==> config.mk <==
export PLATFORM = sky130hd
export DESIGN_NAME = c_unary_enc
export DESIGN_NICKNAME = d
export VERILOG_FILES = /design/src/rtl/c_pkg.sv /design/src/rtl/c_unary_enc_stage.sv /design/src/rtl/c_unary_enc.sv
export SDC_FILE = /design/constraint.sdc
export NUM_CORES = 1
export LEC_CHECK = 0
export CORE_MARGIN = 3
export CORE_UTILIZATION = 32
export CTS_CLUSTER_SIZE = 28
export DETAILED_ROUTE_END_ITERATION = 12
export PLACE_DENSITY = 0.66
export REMOVE_ABC_BUFFERS = 1
export SLEW_MARGIN = 20
export SYNTH_ARGS = -nofsm -noshare
export SYNTH_HDL_FRONTEND = slang
export SYNTH_SLANG_ARGS = --single-unit
==> constraint.sdc <==
create_clock -name clk -period 3.9 [get_ports clk]
set_input_delay 0.585 -clock clk [delete_from_list [all_inputs] [get_ports clk]]
set_output_delay 0.585 -clock clk [all_outputs]
set_load 0.05 [all_outputs]
==> src/rtl/c_pkg.sv <==
// Shared definitions for the c_unary_enc streaming unary (thermometer) encoder.
// Contents:
//   c_unary_enc_cnt_w(w) - width of a count port able to carry 0..w
//   C_UNARY_CNT_MAX_W    - width of the count field held in the S1 record
//   c_unary_s1_t         - S1 pipeline record {cnt, ok}
//   C_UNARY_ERR_CNT_W    - width of the optional saturating error counter
package c_pkg;

  function automatic int c_unary_enc_cnt_w(input int w);
    return $clog2(w + 1);
  endfunction

  // Wide enough for any realistic vector width; the top zero-extends into it.
  localparam int C_UNARY_CNT_MAX_W = 16;

  localparam int C_UNARY_ERR_CNT_W = 16;

  typedef struct packed {
    logic [C_UNARY_CNT_MAX_W-1:0] cnt;
    logic                         ok;   // count was in the legal range 1..W-1
  } c_unary_s1_t;

endpackage

==> src/rtl/c_unary_enc_stage.sv <==
// Generic valid/ready pipeline register slot.
// Ports:
//   clk     clock
//   rst     synchronous, active-high reset
//   i_adv   slot may be overwritten this cycle (empty or being drained)
//   i_vld   incoming entry is valid
//   i_data  incoming entry payload
//   o_vld   slot holds a valid entry
//   o_data  slot payload; only rewritten by a valid load, so it holds while stalled
module c_unary_enc_stage #(
  parameter int              P_DW      = 8,
  parameter logic [P_DW-1:0] P_RST_VAL = '0
) (
  input  logic            clk,
  input  logic            rst,
  input  logic            i_adv,
  input  logic            i_vld,
  input  logic [P_DW-1:0] i_data,
  output logic            o_vld,
  output logic [P_DW-1:0] o_data
);

  // NOTE: sequential state uses non-blocking (<=) so every register samples
  // pre-edge values; blocking here would create order-dependent races.
  always_ff @(posedge clk) begin
    if (rst) begin
      o_vld  <= 1'b0;
      o_data <= P_RST_VAL;
    end else if (i_adv) begin
      // Advancing with no incoming entry empties the slot.
      o_vld <= i_vld;
      if (i_vld) o_data <= i_data;
    end
  end

endmodule

==> src/rtl/c_unary_enc.sv <==
// Streaming unary (thermometer) encoder: count N in, W-bit vector with bits
// [N-1:0] set out (inverted when P_IS_COMPLIMENT=1). Two-stage pipeline:
// S1 holds {N, range ok}, S2 holds the generated vector. Out-of-range counts
// are accepted, carried through S1 and dropped there with a one-cycle o_err.
// Optional feature macro: C_UNARY_ENC_ERR_CNT_EN adds o_err_cnt.
// Ports:
//   clk, rst             clock; synchronous active-high reset
//   i_in_vld, i_in_cnt   input count handshake (valid / count N)
//   o_in_rdy             input ready
//   o_out_vld, o_out_x   output vector handshake (valid / vector)
//   i_out_rdy            output ready
//   o_err                pulse when an illegal count leaves S1
//   o_err_cnt            saturating count of o_err pulses (macro only)
module c_unary_enc
  import c_pkg::*;
#(
  parameter int P_W             = 8,
  parameter int P_IS_COMPLIMENT = 0
) (
  input  logic                          clk,
  input  logic                          rst,
  input  logic                          i_in_vld,
  input  logic [c_unary_enc_cnt_w(P_W)-1:0] i_in_cnt,
  output logic                          o_in_rdy,
  output logic                          o_out_vld,
  output logic [P_W-1:0]                o_out_x,
  input  logic                          i_out_rdy,
  output logic                          o_err
`ifdef C_UNARY_ENC_ERR_CNT_EN
  ,
  output logic [C_UNARY_ERR_CNT_W-1:0]  o_err_cnt
`endif
);

  localparam int CW = c_unary_enc_cnt_w(P_W);
  localparam logic [P_W-1:0] RST_X = (P_IS_COMPLIMENT != 0) ? {P_W{1'b1}} : '0;

  logic        s1_vld;
  c_unary_s1_t s1_d;
  c_unary_s1_t s1_q;
  logic        s1_adv;
  logic        s2_adv;
  logic        s2_load;
  logic [P_W-1:0] gen_x;

  assign s2_adv   = ~o_out_vld | i_out_rdy;
  assign s1_adv   = s1_vld & s2_adv;
  assign o_in_rdy = ~s1_vld | s2_adv;

  // Illegal entries leave S1 without writing S2, so S2 empties behind them.
  assign s2_load = s1_vld & s1_q.ok;
  assign o_err   = s1_adv & ~s1_q.ok;

  // NOTE: every output of a combinational block gets a default first so no
  // path leaves it unassigned, which would otherwise infer a latch.
  always_comb begin
    s1_d     = '0;
    s1_d.cnt = C_UNARY_CNT_MAX_W'(i_in_cnt);
    s1_d.ok  = (i_in_cnt != '0) && (i_in_cnt < CW'(P_W));
    // (1<<N)-1 at width W+1 so N=W would not overflow before truncation.
    gen_x = P_W'(((P_W + 1)'(1) << s1_q.cnt) - (P_W + 1)'(1));
    if (P_IS_COMPLIMENT != 0) gen_x = ~gen_x;
  end

  c_unary_enc_stage #(
    .P_DW      ($bits(c_unary_s1_t)),
    .P_RST_VAL ('0)
  ) u_s1 (
    .clk    (clk),
    .rst    (rst),
    .i_adv  (o_in_rdy),
    .i_vld  (i_in_vld),
    .i_data (s1_d),
    .o_vld  (s1_vld),
    .o_data (s1_q)
  );

  c_unary_enc_stage #(
    .P_DW      (P_W),
    .P_RST_VAL (RST_X)
  ) u_s2 (
    .clk    (clk),
    .rst    (rst),
    .i_adv  (s2_adv),
    .i_vld  (s2_load),
    .i_data (gen_x),
    .o_vld  (o_out_vld),
    .o_data (o_out_x)
  );

`ifdef C_UNARY_ENC_ERR_CNT_EN
  always_ff @(posedge clk) begin
    if (rst) begin
      o_err_cnt <= '0;
    end else if (o_err && (o_err_cnt != '1)) begin
      o_err_cnt <= o_err_cnt + 1'b1;
    end
  end
`endif

endmodule

==> results of run 1 <==
[layout make-up]
class | instances | area [µm²] | area share
flip-flops and latches | 15 | 300.3 | 0.3288
clock buffers | 4 | 26.28 | 0.02877
multi-input cells | 55 | 354.1 | 0.3877
inverters | 5 | 18.77 | 0.02055
repair buffers | 18 | 180.2 | 0.1973
well taps | 27 | 33.78 | 0.03699
[per-layer routing]
metal | part of all wire | wire length (µm) | vias up
li1 | - | - | 337
met1 | 0.49 | 761 | 299
met2 | 0.45 | 694 | 16
met3 | 0.046 | 71 | 2
met4 | 0.011 | 17 | 0
met5 | 0 | 0 | -
[cells in the final DEF, fill, tap and decap left out, drive strengths merged, types with 2 or more instances in the layout]
master | netlist | final
nor2 | 3 | 3
dfxtp | 15 | 15
o21ai | 7 | 7
nor3 | 5 | 5
a21oi | 9 | 9
a31oi | 7 | 7
clkdlybuf4s50 | 0 | 18
a211oi | 4 | 4
inv | 5 | 5
a311oi | 2 | 2
or4 | 2 | 2
nand3 | 5 | 5
clkbuf | 3 | 4
[registers in the layout (all words and copies together), names as in the netlist]
signal,flops
u_s2.o_data,8
u_s1.o_vld,1
u_s1.o_data,5
u_s2.o_vld,1
[metrics by stage]
step                      total power [mW]  utilization  cells  worst slack, ns
final                               0.3081       0.4517    124            1.010
after CTS                           0.3120       0.4517    124            1.017
after floorplan                     0.2000            -     75            1.521
after global placement              0.2206       0.4387    120            1.041
after detailed placement            0.2217       0.4387    120            1.028
after global routing                0.3222       0.4517    124           0.9589
[where the power goes]
part,total (mW),switching (mW),internal [mW],leakage [nW]
clock,0.0899,0.0502,0.0397,0.0150
combinational,0.0503,0.0274,0.0229,0.151
sequential,0.168,0.00927,0.159,0.122
[worst min-delay path, cell delays in order, from the launching register on]
cell     delay (ns)
dfxtp_1        0.32
o31ai_1        0.07
a21oi_1        0.06
[final timing paths]
path / from / endpoint / slack [ns] / cells past startpoint
worst min-delay path: u_s2.o_data[7] / u_s2.o_data[7] / 0.49 / 2
worst max-delay path: i_out_rdy / o_in_rdy / 1.01 / 4
worst min register to register: u_s2.o_data[7] / u_s2.o_data[7] / 0.49 / 2
worst max register to register: u_s1.o_data[4] / u_s2.o_data[6] / 2.08 / 5
[cell families after synthesis]
family                   after synthesis
adder cells (fa/ha/maj)                1
buffers and inverters                 10
XOR/XNOR                               1
AO/OA/AOI/OAI                         31
flip-flops                            15
AND/OR/NAND/NOR                       22
==> key figures, run 1 <==
Outcome
  • Status: finished, final reports clean

Critical path
  • Crit-path slowest cell: clkdlybuf4s50_1
  • Top Family by Delay on Critical Path: buffers and inverters
  • Buf/Inv on CP: 3
  • Crit path required time: 3.31 ns
  • CP Class: in -> out
  • Max FO, Critical Path: 7
  • Setup crit start kind: input port
  • Critical path's most frequent cell: clkdlybuf4s50_1
  • CP Capture Type: primary output
  • CP Cell Sequence: clkdlybuf4s50_1 -> and3b_1 -> inv_1 -> clkdlybuf4s50_1
  • CP arrival: 2.30 ns
  • Max incr delay on CP: 0.83 ns

Clock network
  • Setup bufs post-CTS: 0
  • CTS Buf Count: 3
  • Post-CTS resize count: 0
  • Root Driver: clkbuf_4
  • CTS tree: built
  • Htree depth: 1
  • Reg clk slew, reported paths: 0.09 ns
  • Hold_buf cts: 0
  • Clock Latency Late Sink: 0.28 ns
  • CTS max path bufs: 2
  • TritonCTS Sinks: 15

GRT
  • Total track usage: 0.1251
  • Largest net degree at the start of global routing: 16
  • Met1 Use GR: 0.1681
  • Met2 Use GR: 0.1798
  • Vias in the first global route: 575
  • Initial antenna violation count: 0
  • GRT overflow: 0
  • First-pass GRT wire length: 2.511 mm
  • Gr busiest metal: met2
  • Met3 Use GR: 0.02564

Floorplan
  • Die Wd: 52.80 µm
  • Starting Density: 0.3465
  • Ports: 19
  • Die ar.: 0.002787 mm²
  • Placeable Area: 0.002022 mm²
  • Core Rows: 16
  • Die Y-Extent: 52.80 µm

Logic synthesis
  • Most common cell in the synthesized netlist: dfxtp_1
  • Unique masters post-synth: 28
  • Main combinational cell family by area after synthesis: compound AO/OA/AOI/OAI gates
  • Share of the yosys chip area belonging to registers: 0.4286
  • Cells after Synth: 80
  • Compound-Gate Fraction of Synth Area: 0.2661
  • Largest area contributor in the netlist: dfxtp_1
  • Synth top area share: 0.4286
  • Ys Warns: 0
  • Post-Synth XOR/XNOR Area: 0.01250
  • Multiplexer area fraction after synthesis: 0
  • Syn avg cell area: 8.758 µm²
  • Count of flip-flops with a built-in enable after synthesis: 0
  • Top FF cell, synth: dfxtp_1
  • Synthesized cell area: 700.7 µm²
  • Async SR Flop Fraction: 0
  • #FFs+latches synth: 15
  • Simple-Gate Fraction of Synth Area: 0.2089
  • Adder-cell share of the synthesized area: 0.01786
  • Leading post-synthesis cells by cell area: dfxtp_1, a21oi_1, a31oi_1, o21ai_0, a211oi_1
  • Commonest cells post-synth: dfxtp_1, a21oi_1, a31oi_1, o21ai_0, nand3_1

Timing
  • Max Slew Vio Count: 0
  • Post-layout min period: 2.890 ns
  • Slew headroom: 0.6503
  • Setup violations, final: 0
  • Final period utilization: 0.7410
  • Max Clk Rate: 0.3460 GHz
  • Hold Vio Cnt, Final: 0
  • Skew final: 0.004956 ns
  • Least-Margin Pin Slew: 0.5229 ns
  • RSZ-0062 raised after global routing: false
  • Min Hold Slack: 0.4885 ns
  • Setup TNS: 0 ns

Route
  • TritonRoute pass-1 iters: 4
  • Routed Wire Length: 1.544 mm
  • DR WL/cell: 12.45 µm
  • Total number of vias: 654
  • DR iter-0 viols: 10
  • Vias per Instance: 5.274
  • Post-route DRC: 0
  • Post-DRT Antenna Nets: 0

Cells and area
  • Antenna cells: 0
  • Layout Area Growth over Synthesis: 30.36%
  • Fin area: 913.4 µm²
  • Fill cell count: 194
  • Layout cell share with drive strength beyond 1: 0.09278
  • Nets: 107

Placement
  • Placed inst area: 887.1 µm²
  • Final Wtd Congestion: 0.7599
  • # port buffers: 18
  • HPWL Detailed: 1.134 mm

Hold path
  • Hold Crit Class: reg -> reg

Power
  • Leakage power: 0.2880 nW
  • Max VDD drop: 0.1558 mV
  • P per Cell Area: 337.3 mW/mm²

Run
  • Max-Cap Viols: 0
Note: power is estimated with default switching activity, not from simulation.
==> run 2, diff against run 1 <==
--- a/config.mk
+++ b/config.mk
@@ -9,7 +9,7 @@
 export CORE_UTILIZATION = 32
 export CTS_CLUSTER_SIZE = 28
 export DETAILED_ROUTE_END_ITERATION = 12
-export PLACE_DENSITY = 0.66
+export PLACE_DENSITY = 0.68
 export REMOVE_ABC_BUFFERS = 1
 export SLEW_MARGIN = 20
 export SYNTH_ARGS = -nofsm -noshare
==> constraint.sdc (replaced) <==
create_clock -name clk -period 2.4 [get_ports clk]
set_input_delay 0.36 -clock clk [delete_from_list [all_inputs] [get_ports clk]]
set_output_delay 0.36 -clock clk [all_outputs]
set_load 0.05 [all_outputs]
==> key figures, run 2 (synthesis gave the netlist of run 1 again) <==
Clock network
  • Root Driver: clkbuf_4
  • Clock Latency Late Sink: 0.29 ns
  • Htree depth: 1
  • Setup bufs post-CTS: 0
  • TritonCTS Sinks: 15
  • CTS max path bufs: 2
  • Post-CTS resize count: 0
  • CTS tree: built
  • Reg clk slew, reported paths: 0.08 ns
  • CTS Buf Count: 3
  • Hold_buf cts: 0

Cells and area
  • Antenna cells: 0
  • Nets: 107
  • Most common cell after layout, fill and taps aside: clkdlybuf4s50_1
  • Layout cell share with drive strength beyond 1: 0.1134
  • Most frequent cells in the layout: clkdlybuf4s50_1, dfxtp_1, a21oi_1, a31oi_1, o21ai_0
  • Top flop regs: u_s2.o_data (8), u_s1.o_data (5)
  • Fill cell count: 208
  • Layout Area Growth over Synthesis: 33.21%
  • Top reg by flops: u_s2.o_data
  • Number of flip-flops in the largest register: 8

Timing
  • Hold Vio Cnt, Final: 0
  • Setup TNS: 0 ns
  • Skew final: 0.001094 ns
  • RSZ-0062 raised after global routing: false
  • Max Slew Vio Count: 0
  • Min Hold Slack: 0.4791 ns
  • Post-layout min period: 1.883 ns
  • Least-Margin Pin Slew: 0.5278 ns
  • Slew headroom: 0.6470
  • Max Clk Rate: 0.5310 GHz
  • Setup violations, final: 0
  • Final period utilization: 0.7847

Critical path
  • CP Class: reg -> out
  • Setup crit start kind: flip-flop
  • Crit path required time: 2.04 ns
  • CP arrival: 1.52 ns
  • CP Capture Type: primary output
  • R2R cell count: 5
  • Max FO, Critical Path: 11

Hold path
  • Worst Hold Depth: 2
  • Hold Crit Class: reg -> reg

GRT
  • Largest net degree at the start of global routing: 16
  • Total track usage: 0.1223
  • First-pass GRT wire length: 2.518 mm
  • Initial antenna violation count: 0
  • GRT overflow: 0
  • Vias in the first global route: 577

Route
  • TritonRoute pass-1 iters: 4
  • Post-route DRC: 0
  • Post-DRT Antenna Nets: 0
  • DR iter-0 viols: 10
  • Vias per Instance: 5.339
  • DR WL/cell: 11.91 µm
  • Total number of vias: 662
  • Routed Wire Length: 1.477 mm

Power
  • P per Cell Area: 536.2 mW/mm²
  • Leakage power: 0.2992 nW
  • Max VDD drop: 0.3075 mV

Floorplan
  • Placeable Area: 0.002022 mm²
  • Die Wd: 52.80 µm
  • Ports: 19
  • Core Rows: 16
  • Die Y-Extent: 52.80 µm
  • Starting Density: 0.3465
  • Die ar.: 0.002787 mm²

Run
  • Max-Cap Viols: 0

Placement
  • HPWL Detailed: 1.115 mm
  • Final Wtd Congestion: 0.8014
  • # port buffers: 18

Outcome
  • Status: finished, final reports clean
## run 2: cell types whose count changed in the layout (fill, tap and decap cells not counted)
cell             previous run  this run
buf_12                      0         2
clkdlybuf4s50_1            18        16
## run 2: critical path, cell delays in order, from the launching register on
cell	delay, ns
dfxtp_1	0.56
and3b_1	0.33
inv_1	0.16
buf_12	0.18
## run 2: path summary, 6_finish.rpt
path | to | start | slack (ns)
min | u_s2.o_data[7] | u_s2.o_data[7] | 0.48
min reg2reg | u_s2.o_data[7] | u_s2.o_data[7] | 0.48
max reg2reg | u_s2.o_data[6] | u_s1.o_data[4] | 0.61
max | o_in_rdy | u_s1.o_vld | 0.52
## run 2: layout make-up
| type | count | area (µm²) | area share |
|---|---|---|---|
| flip-flops and latches | 15 | 300.3 | 0.3217 |
| clock buffers | 4 | 26.28 | 0.02815 |
| repair buffers | 18 | 200.2 | 0.2145 |
| multi-input cells | 55 | 354.1 | 0.3794 |
| well taps | 27 | 33.78 | 0.03619 |
| inverters | 5 | 18.77 | 0.02011 |
## run 2: per-stage QoR
stage	power, mW	setup WS, ns	std cells	cell area (µm²)	utilization
final	0.5004	0.5166	124	933.4	0.4616
after global routing	0.5305	0.4164	124	933.4	0.4616
after CTS	0.5060	0.5339	124	933.4	0.4616
after detailed placement	0.3631	0.5742	120	907.1	0.4486
after global placement	0.3612	0.6041	120	907.1	0.4486
after floorplan	0.3251	0.2463	75	673.1	-
## run 2: layer usage
layer	share of wire	routed length, µm	GRT usage
met1	0.49	719	0.1552
met4	0.0074	11	0.03830
met2	0.44	655	0.1860
met3	0.061	90	0.05128
met5	0	0	0
## run 2: report_power, final
part	total (mW)	leakage [nW]	internal, mW	switching (mW)
combinational	0.0852	0.162	0.0395	0.0457
sequential	0.272	0.122	0.258	0.0146
clock	0.143	0.0150	0.0647	0.0783
==> run 3, diff against run 2 <==
--- a/config.mk
+++ b/config.mk
@@ -9,7 +9,7 @@
 export CORE_UTILIZATION = 32
 export CTS_CLUSTER_SIZE = 28
 export DETAILED_ROUTE_END_ITERATION = 12
-export PLACE_DENSITY = 0.68
+export PLACE_DENSITY = 0.66
 export REMOVE_ABC_BUFFERS = 1
 export SLEW_MARGIN = 20
 export SYNTH_ARGS = -nofsm -noshare
==> constraint.sdc (replaced) <==
create_clock -name clk -period 1.8 [get_ports clk]
set_input_delay 0.27 -clock clk [delete_from_list [all_inputs] [get_ports clk]]
set_output_delay 0.27 -clock clk [all_outputs]
set_load 0.05 [all_outputs]
==> key figures, run 3 (synthesis gave the netlist of run 1 again) <==
Critical path
  • Max incr delay on CP: 0.82 ns
  • CP Class: reg -> out
  • Max FO, Critical Path: 4
  • Top Family by Delay on Critical Path: buffers and inverters
  • CP arrival: 1.47 ns
  • Buf/Inv on CP: 1
  • CP Capture Type: primary output
  • Setup crit start kind: flip-flop
  • Crit-path slowest cell: clkdlybuf4s50_1
  • CP Cell Sequence: clkdlybuf4s50_1
  • Crit path required time: 1.53 ns

Cells and area
  • Layout Area Growth over Synthesis: 40.36%
  • Top reg by flops: u_s2.o_data
  • Fin area: 983.4 µm²
  • Antenna cells: 0
  • Most frequent cells in the layout: clkdlybuf4s50_1, dfxtp_1, a21oi_1, a31oi_1, o21ai_0
  • Layout cell share with drive strength beyond 1: 0.1748
  • Nets: 113
  • Top flop regs: u_s2.o_data (8), u_s1.o_data (5)
  • Fill cell count: 182
  • Number of flip-flops in the largest register: 8
  • Most common cell after layout, fill and taps aside: clkdlybuf4s50_1

Route
  • Post-DRT Antenna Nets: 0
  • DR WL/cell: 12.62 µm
  • Routed Wire Length: 1.641 mm
  • Total number of vias: 688
  • Vias per Instance: 5.292
  • DR iter-0 viols: 13
  • Post-route DRC: 0
  • TritonRoute pass-1 iters: 4

Timing
  • Least-Margin Pin Slew: 0.5608 ns
  • Post-layout min period: 1.736 ns
  • Max Slew Vio Count: 0
  • Max Clk Rate: 0.5761 GHz
  • Setup violations, final: 0
  • Min Hold Slack: 0.4849 ns
  • Hold Vio Cnt, Final: 0
  • Skew final: 0.001135 ns
  • Final period utilization: 0.9644
  • Setup TNS: 0 ns
  • RSZ-0062 raised after global routing: false
  • Slew headroom: 0.6250

Clock network
  • TritonCTS Sinks: 15
  • CTS Buf Count: 3
  • CTS max path bufs: 2
  • Hold_buf cts: 0
  • Htree depth: 1
  • CTS tree: built
  • Clock Latency Late Sink: 0.28 ns
  • Root Driver: clkbuf_4
  • Reg clk slew, reported paths: 0.08 ns

Placement
  • Placed inst area: 952.2 µm²
  • HPWL Detailed: 1.246 mm
  • # port buffers: 18
  • Final Wtd Congestion: 0.8515

Run
  • Max-Cap Viols: 0

Floorplan
  • Die Wd: 52.80 µm
  • Core Rows: 16
  • Die Y-Extent: 52.80 µm
  • Ports: 19
  • Placeable Area: 0.002022 mm²
  • Starting Density: 0.3465
  • Die ar.: 0.002787 mm²

GRT
  • Vias in the first global route: 561
  • Largest net degree at the start of global routing: 16
  • Initial antenna violation count: 0
  • First-pass GRT wire length: 2.497 mm
  • Total track usage: 0.1284
  • GRT overflow: 0

Outcome
  • Status: finished, final reports clean

Power
  • Leakage power: 0.3330 nW
  • P per Cell Area: 687.7 mW/mm²
  • Max VDD drop: 0.4102 mV

Hold path
  • Hold Crit Class: reg -> reg
==> run 3: cell types whose count changed in the layout (fill, tap and decap cells not counted), sizes merged <==
| cell | previous run | this run |
|---|---|---|
| buf | 2 | 8 |
==> run 3: final timing paths <==
kind / to / depth (start not counted) / slack, ns / start
setup / recovery: o_out_vld / 1 / 0.06 / u_s2.o_vld
hold reg to reg: u_s2.o_data[7] / 2 / 0.48 / u_s2.o_data[7]
setup reg to reg: u_s2.o_data[6] / 5 / 0.11 / u_s1.o_data[4]
hold / removal: u_s2.o_data[7] / 2 / 0.48 / u_s2.o_data[7]
==> run 3: layer usage <==
metal | vias up | track usage | wire, µm
met5 | - | 0 | 0
met3 | 4 | 0.06268 | 105
li1 | 348 | - | -
met4 | 0 | 0.05106 | 34
met2 | 22 | 0.1983 | 780
met1 | 314 | 0.1502 | 721
==> run 3: what timing repair did <==
action	CTS	global route
buffers inserted	0	0
endpoints found under the hold margin	0	0
endpoints found under the setup margin	0	1
gates resized for setup	0	1
==> run 3: worst min-delay path, cell delays in order, from the launching register on <==
cell and delay (ns):
dfxtp_1 0.31, o31ai_1 0.07, a21oi_1 0.06
==> run 3: metrics by stage <==
stage	utilization	setup WS (ns)	power, mW	instances
floorplan	-	-0.2637	0.4334	75
global placement	0.4709	0.1374	0.4910	126
detailed placement	0.4709	0.09155	0.4941	126
CTS	0.4839	0.06080	0.6831	130
global route	0.4864	0.01758	0.7104	130
finish	0.4864	0.06409	0.6763	130
==> run 3: layout make-up <==
type | instances | area (µm²) | area share
multi-input combinational | 55 | 359.1 | 0.3651
sequential | 15 | 300.3 | 0.3053
timing repair buffer | 24 | 245.2 | 0.2494
tap | 27 | 33.78 | 0.03435
clock buffer | 4 | 26.28 | 0.02672
inverter | 5 | 18.77 | 0.01908
==> run 3: report_power, final <==
part	internal [mW]	switching, mW
Combinational	0.0611	0.0738
Clock	0.0862	0.102
Sequential	0.344	0.00959
Total	0.491	0.186
